## config.mk

```make
export PLATFORM = sky130hd
export DESIGN_NAME = intr_reset_sequencer
export DESIGN_NICKNAME = d
export VERILOG_FILES = /design/src/rtl/intr_reset_sequencer.sv
export SDC_FILE = /design/constraint.sdc
export NUM_CORES = 1
export LEC_CHECK = 0
export CAP_MARGIN = 20
export CORE_UTILIZATION = 34
export CTS_BUF_LIST = sky130_fd_sc_hd__clkbuf_16
export DETAILED_ROUTE_END_ITERATION = 6
export HOLD_SLACK_MARGIN = 0.05
export PLACE_DENSITY = 0.81
export SYNTH_ARGS = -nofsm -noshare
export SYNTH_HDL_FRONTEND = slang
export SYNTH_SLANG_ARGS = --single-unit
```

## constraint.sdc

```tcl
create_clock -name clk -period 2.42 [get_ports clk]
set_input_delay 0.363 -clock clk [delete_from_list [all_inputs] [get_ports clk]]
set_output_delay 0.363 -clock clk [all_outputs]
set_load 0.01 [all_outputs]
```

## src/rtl/intr_reset_sequencer.sv

```systemverilog
// Start-up and interrupt entry/exit sequencer for the decode/control stage.
// Build option: define INTR_EDGE_DETECT_EN to take interrupts on a rising edge of intr_in instead of its level.
module intr_reset_sequencer #(
    parameter int unsigned ADDR_W         = 8,
    parameter int unsigned DATA_W         = 8,
    parameter int unsigned FLAG_W         = 4,
    parameter int unsigned DRAIN_CYCLES   = 3,
    parameter int unsigned RESET_VEC_ADDR = 0,
    parameter int unsigned INTR_VEC_ADDR  = 1
) (
    input  logic              clk,
    input  logic              rst,
    input  logic              intr_in,
    input  logic              rti_retire,
    input  logic              branch_pending,
    input  logic [DATA_W-1:0] pc_resume,
    input  logic [ADDR_W-1:0] sp_in,
    input  logic [FLAG_W-1:0] flags_in,
    input  logic              mem_gnt,
    input  logic [DATA_W-1:0] mem_rdata,
    output logic              mem_req,
    output logic              mem_we,
    output logic [ADDR_W-1:0] mem_addr,
    output logic [DATA_W-1:0] mem_wdata,
    output logic              sp_dec,
    output logic              stall_fetch,
    output logic              flush,
    output logic              pc_load,
    output logic [DATA_W-1:0] pc_load_val,
    output logic              flags_restore,
    output logic [FLAG_W-1:0] flags_out,
    output logic              in_isr,
    output logic              busy
);

    localparam int unsigned CNT_W = (DRAIN_CYCLES < 1) ? 1 : $clog2(DRAIN_CYCLES + 1);

    typedef enum logic [2:0] {RVEC, RWAIT, IDLE, DRAIN, PUSH, VEC, VWAIT} state_t;

    state_t           state, state_nx;
    logic             pending;
    logic             intr_hit;
    logic             push_done;
    logic [CNT_W-1:0] counter;

`ifdef INTR_EDGE_DETECT_EN
    logic intr_in_d;

    // Reset to 1 so a request already high when reset releases is not seen as an edge.
    always_ff @(posedge clk) begin
        if (rst) intr_in_d <= 1'b1;
        else     intr_in_d <= intr_in;
    end

    assign intr_hit = intr_in & ~intr_in_d;
`else
    assign intr_hit = intr_in;
`endif

    assign push_done = (state == PUSH) && mem_gnt;

    always_ff @(posedge clk) begin
        if (rst) begin
            state         <= RVEC;
            pending       <= 1'b0;
            in_isr        <= 1'b0;
            counter       <= '0;
            flags_out     <= '0;
            flags_restore <= 1'b0;
        end else begin
            state         <= state_nx;
            // A new request arriving in the push-grant cycle wins over the clear.
            pending       <= (pending & ~push_done) | intr_hit;
            flags_restore <= rti_retire & in_isr;
            if (rti_retire && in_isr)
                in_isr <= 1'b0;
            else if (state == VWAIT)
                in_isr <= 1'b1;
            if (push_done)
                flags_out <= flags_in;
            if (state == IDLE && state_nx == DRAIN)
                counter <= CNT_W'(DRAIN_CYCLES);
            else if (state == DRAIN && counter != '0)
                counter <= counter - CNT_W'(1);
        end
    end

    always_comb begin
        state_nx    = state;
        mem_req     = 1'b0;
        mem_we      = 1'b0;
        mem_addr    = '0;
        mem_wdata   = '0;
        sp_dec      = 1'b0;
        stall_fetch = 1'b0;
        flush       = 1'b0;
        pc_load     = 1'b0;
        pc_load_val = '0;
        busy        = 1'b0;

        case (state)
            RVEC: begin
                mem_req     = 1'b1;
                mem_addr    = ADDR_W'(RESET_VEC_ADDR);
                stall_fetch = 1'b1;
                busy        = 1'b1;
                if (mem_gnt) state_nx = RWAIT;
            end
            RWAIT: begin
                pc_load     = 1'b1;
                pc_load_val = mem_rdata;
                stall_fetch = 1'b1;
                busy        = 1'b1;
                state_nx    = IDLE;
            end
            IDLE: begin
                if (pending && !in_isr) begin
                    flush       = 1'b1;
                    stall_fetch = 1'b1;
                    busy        = 1'b1;
                    state_nx    = DRAIN;
                end
            end
            DRAIN: begin
                stall_fetch = 1'b1;
                busy        = 1'b1;
                if (counter == '0 && !branch_pending) state_nx = PUSH;
            end
            PUSH: begin
                mem_req     = 1'b1;
                mem_we      = 1'b1;
                mem_addr    = sp_in;
                mem_wdata   = pc_resume;
                stall_fetch = 1'b1;
                busy        = 1'b1;
                if (mem_gnt) begin
                    sp_dec   = 1'b1;
                    state_nx = VEC;
                end
            end
            VEC: begin
                mem_req     = 1'b1;
                mem_addr    = ADDR_W'(INTR_VEC_ADDR);
                stall_fetch = 1'b1;
                busy        = 1'b1;
                if (mem_gnt) state_nx = VWAIT;
            end
            VWAIT: begin
                pc_load     = 1'b1;
                pc_load_val = mem_rdata;
                stall_fetch = 1'b1;
                busy        = 1'b1;
                state_nx    = IDLE;
            end
            default: state_nx = RVEC;
        endcase

        // Reset held high: keep the core frozen and the memory port released.
        if (rst) begin
            mem_req     = 1'b0;
            mem_we      = 1'b0;
            sp_dec      = 1'b0;
            flush       = 1'b0;
            pc_load     = 1'b0;
            stall_fetch = 1'b1;
            busy        = 1'b1;
        end
    end

endmodule

```

# ---- Word-level counts from Yosys, hierarchy flattened
# Index checks and enable logic that the tools add are counted.
dict set report totals {
  out_inout_bits 37
  wordCells 59
  inputBits 34
  reg_bits 12
}
dict set report classes {
  n_reduce_logical 16
  bitwise 4
  n_eq_ne 7
  mux 25
  add_sub_neg 1
}
# cell count
set op_table {}
lappend op_table {{one-hot mux 3 bit (6 select lines)} 1}
lappend op_table {{two-way mux 8 bit} 2}
lappend op_table {{one-hot mux 8 bit (2 select lines)} 1}
lappend op_table {{two-way mux 3 bit} 5}
lappend op_table {{two-way mux 1 bit} 13}
lappend op_table {{equality test 3 x 2 -> 1 bit, second input constant} 3}
lappend op_table {{equality test 3 bit, second input constant} 3}
lappend op_table {{logical AND 1 bit} 6}
lappend op_table {{OR reduction 6 bit} 1}
lappend op_table {{two-way mux 2 bit} 2}
lappend op_table {{nonzero test 2 bit} 2}
lappend op_table {{OR reduction 2 bit} 2}
lappend op_table {{equality test 3 x 1 -> 1 bit, second input constant} 1}
lappend op_table {{logical NOT 3 bit} 1}
lappend op_table {{OR reduction 3 bit} 1}
lappend op_table {{AND 1 bit} 2}
lappend op_table {{logical NOT 1 bit} 2}
lappend op_table {{logical NOT 2 bit} 1}
lappend op_table {{one-hot mux 1 bit (2 select lines)} 1}
lappend op_table {{subtractor 2 x 1 -> 2 bit, second input constant} 1}
lappend op_table {{NOT 1 bit} 1}
lappend op_table {{OR 1 bit} 1}

# ---- Logic depth before layout (Yosys ltp)
dict set report logic_depth {
  ltp_word 7
  ltp_mapped 5
}

# ---- Worst setup path after synthesis
# Ideal clock, no wire load.
dict set report synth_path {
  kind {reg-to-output}
  startpoint {register state[0]}
  endpoint {output stall_fetch}
  arrival_time_ns 1.649
  stages_incl_launch_ff 6
  slack_ns 0.408
  path_cell_list {dfxtp_1 > buf_6 > clkinv_4 > ha_1 > or4_1 > buf_4}
}
dict set report synth_via {
  elab_chain_len 4
  word_cells_on_any_way 10
  cone_classes {eq/ne (6); mux (2); reduce/logical (2)}
}
# item line
set synth_rtl {}
lappend synth_rtl {{from (decl)} 40} ;# state_t state, state_nx;
lappend synth_rtl {{from (signal assigned)} 71} ;# state <= state_nx;
lappend synth_rtl {{equality test 3 bit, or another cell as far along} -}
lappend synth_rtl {{OR reduction 6 bit (no line)} -}
lappend synth_rtl {{one-hot mux 1 bit (2 select lines) (*)} -}
lappend synth_rtl {{two-way mux 1 bit (*)} -}
lappend synth_rtl {{to (decl)} 26} ;# output logic stall_fetch,
# Mark *: on every way between the ends. The rest lies on a longest branch, timed or not.

# ---- Final worst setup path
dict set report layout_path {
  startpoint {register state[0]}
  endpoint {output pc_load_val[6]}
}
dict set report layout_via {
  elab_chain_len 3
  word_cells_on_any_way 4
  cone_classes {eq/ne (2); mux (1); reduce/logical (1)}
}
# item line
set layout_rtl {}
lappend layout_rtl {{equality test 3 bit or equality test 3 x 1 -> 1 bit (tied branches)} 101} ;# case (state)
lappend layout_rtl {{OR reduction 2 bit (no line) (*)} -}
lappend layout_rtl {{two-way mux 8 bit (*)} 101}
lappend layout_rtl {{to (decl)} 29} ;# output logic [DATA_W-1:0] pc_load_val,
# Marks and branches as above.

==> qor.yml <==
pwr-share-clk: 0.418
outcome: "completed"
setup_viol: 0
grt-ovfl-total: 0
path_depth: 5
power.total_uw: 726
ioPinCount: 71
combPwrFrac: 0.283
vias: 1036
max_stage_delay_ns: 0.56
grt_first_pass_wirelength_mm: 4.20
wl_mm: 2.91
synth_area_leader_cell: "dfxtp_1"
cp.required_ns: 2.06
critPathCapture: "pc_load_val[6]"
dp_hpwl_mm: 2.21
detail_route.wl_per_cell_um: 13.9
p_switching_uw: 181
drive_gt1_frac: 0.134
setup_slack_ns: 0.161
dieArea_um2: 2990
path_cells: "buf_4 -> nor3b_2 -> a21oi_2 -> nor2b_1 -> clkdlybuf4s50_1"
critPathTopFamily: "buffers and inverters"
cap_violations: 0
min_period_ns: 2.26
use_met1: 0.209
power_frac_seq: 0.299
dieHeight_um: 54.7
antenna_found_initial: 0
worstMarginPinSlew_ns: 0.420
ant_nets: 0
yosysSeqAreaShare: 0.254
fmax_ghz: 0.443
timing.rr.start: "state[1]"
powerDensity_nw_per_um2: 414
drc_errors: 0
first_iter_violations: 19
critPathLaunch: "state[0]"
reg2reg_depth: 4
hold_viol: 0
fillers: 205
met2_usage: 0.386
skew_ns: 0.00117
regArea_um2: 240
synth_nets: 143
critPathKind: "register to output pin"
slowest_stage: "clkdlybuf4s50_1"
synth-seq-cells: 12
place_congestion: 0.821
ir_worst_vdd_mv: 0.421
critPathLaunchType: "register"
grt_max_degree: 16
synthesis.area_um2: 945
synth.avg_cell_area_um2: 8.83
top_usage_layer: "met2"
clkLatencyLatePin_ns: 0.24
dpl_worst_slack_ns: 0.242
cp-end-kind: "output pin"
hold_slack_ns: 0.492
numCtsBuffers: 3
cp_max_fo: 12
synthTopCellsByArea: "dfxtp_1, and2_1, nor2b_1"
rsz0062_at_grt: "false"
first_global_vias: 917
nNetsFinal: 216
antenna_cells: 0
synth_cell_types: 39
via_per_inst: 4.96
cts_htree_levels: 1
clk_pin_slew_ns: 0.04
yosys_warnings: 0
cts_sinks: 12
cts_tree: "done"
synthCells: 107
first_pass_iters: 4
p_sw_frac: 0.250
core_um2: 2540
period_share: 0.933
grt_use_met3: 0.0444
area_delta_synth_final_pct: 85.4
worstHoldPathType: "register to register"
root_buffer: "clkbuf_16"
grtUsageTotal: 0.199
cp.arrival_ns: 1.90
timing.final.max_slew_violations: 0
die_x_um: 54.7
multi_input_area_um2: 609
rows: 18
reg2reg_slack_ns: 0.81
port_buffers: 70
cts.path.max_buffers: 2
slew_headroom: 0.720
tns_ns: 0
power.leakage_uw: 0.000637
start_util: 0.371
intPower_uw: 544
rr_endpoint: "counter[0]"
synth_top_area_frac: 0.254
critPathBufInv: 2
==> area by class of cell <==
type / instances / share of cell area
clock buffer: 3 / 0.0429
clock inverter: 1 / 0.00214
inverter: 6 / 0.0157
multi-input combinational: 80 / 0.348
sequential: 12 / 0.137
tap: 30 / 0.0214
timing repair buffer: 77 / 0.433
==> per-layer routing <==
layer / vias up / wire [µm]
met1: 471 / 1050
met3: 2 / 305
met5: - / 0
met2: 60 / 1540
li1: 503 / -
met4: 0 / 15
==> stage by stage <==
stage          utilization  instances  cell area (µm²)
2_1_floorplan            -        107              945
3_3_place_gp         0.653        205             1660
3_5_place_dp         0.653        205             1660
4_1_cts              0.684        209             1740
5_1_grt              0.688        209             1750
6_report             0.688        209             1750
==> power by group through the flow <==
stage                     combinational, µW  sequential, µW  clock [µW]
after floorplan                         110             214           0
after global placement                  198             219           0
after detailed placement                202             220           0
after CTS                               206             217         306
after global routing                    221             218         312
final                                   205             217         303
==> kinds of logic after synthesis <==
| family | Yosys count | share of synthesized area |
|---|---|---|
| AOI/OAI and AO/OA | 12 | 0.111 |
| muxes | 5 | 0.0583 |
| xor gates and xnor gates | 1 | 0.00927 |
| and+or+nand+nor | 60 | 0.434 |
| buffers and inverters | 15 | 0.106 |
| adders and majority gates | 2 | 0.0265 |
| DFF | 12 | 0.254 |
==> placed cells by master (no fill, tap or decap), drive strengths merged <==
cell type,n
a21oi,5
nand2,2
nand4b,1
mux2i,4
or2,1
ha,2
nor4bb,1
inv,4
clkdlybuf4s50,68
and2,16
a221oi,1
dfxtp,12
nor2,8
a211oi,3
nor3b,3
o22ai,2
nor2b,10
clkbuf,3
a2111oi,1
nor3,3
and4bb,3
buf,7
dlymetal6s2s,2
or4,1
mux2,1
clkinv,3
xnor2,1
nand3,2
nand3b,3
and2b,2
nand2b,4
==> tightest hold or removal path: stages (launching register included) <==
cell	delay, ns
dfxtp_1	0.34
nand2_1	0.07
nor2_1	0.04
==> registers in the layout, summed over array words and instances (netlist names) <==
signal         cells
flags_out          4
state              3
counter            2
flags_restore      1
in_isr             1
pending            1
==> cell usage after synthesis, drive strengths merged <==
cell	count
ha	2
nor3b	3
and2b	2
dfxtp	12
clkinv	2
nor2b	10
nand3	2
or4	1
nand2	2
nand2b	4
a221oi	1
mux2i	4
nand3b	3
a21oi	5
clkbuf	2
a211oi	3
xnor2	1
and4bb	3
and2	16
nand4b	1
nor4bb	1
or2	1
o22ai	2
mux2	1
inv	4
buf	7
a2111oi	1
nor2	8
nor3	3
==> worst min-delay path by stage <==
stage,start,to,depth (start not counted)
after CTS,in_isr,flags_restore,2
after floorplan,pending,pending,2
after global placement,flags_out[1],flags_out[1],2
final,in_isr,flags_restore,2
after global routing,flags_out[1],flags_out[1],2
after detailed placement,pending,pending,2
==> what timing repair did <==
| action | 4_1_cts | 5_1_grt |
|---|---|---|
| setup endpoints to repair | 0 | 4 |
| setup buffers | 0 | 0 |
| hold buffers | 0 | 0 |
| resized for setup | 0 | 3 |
(Power assumes the default switching activity.)
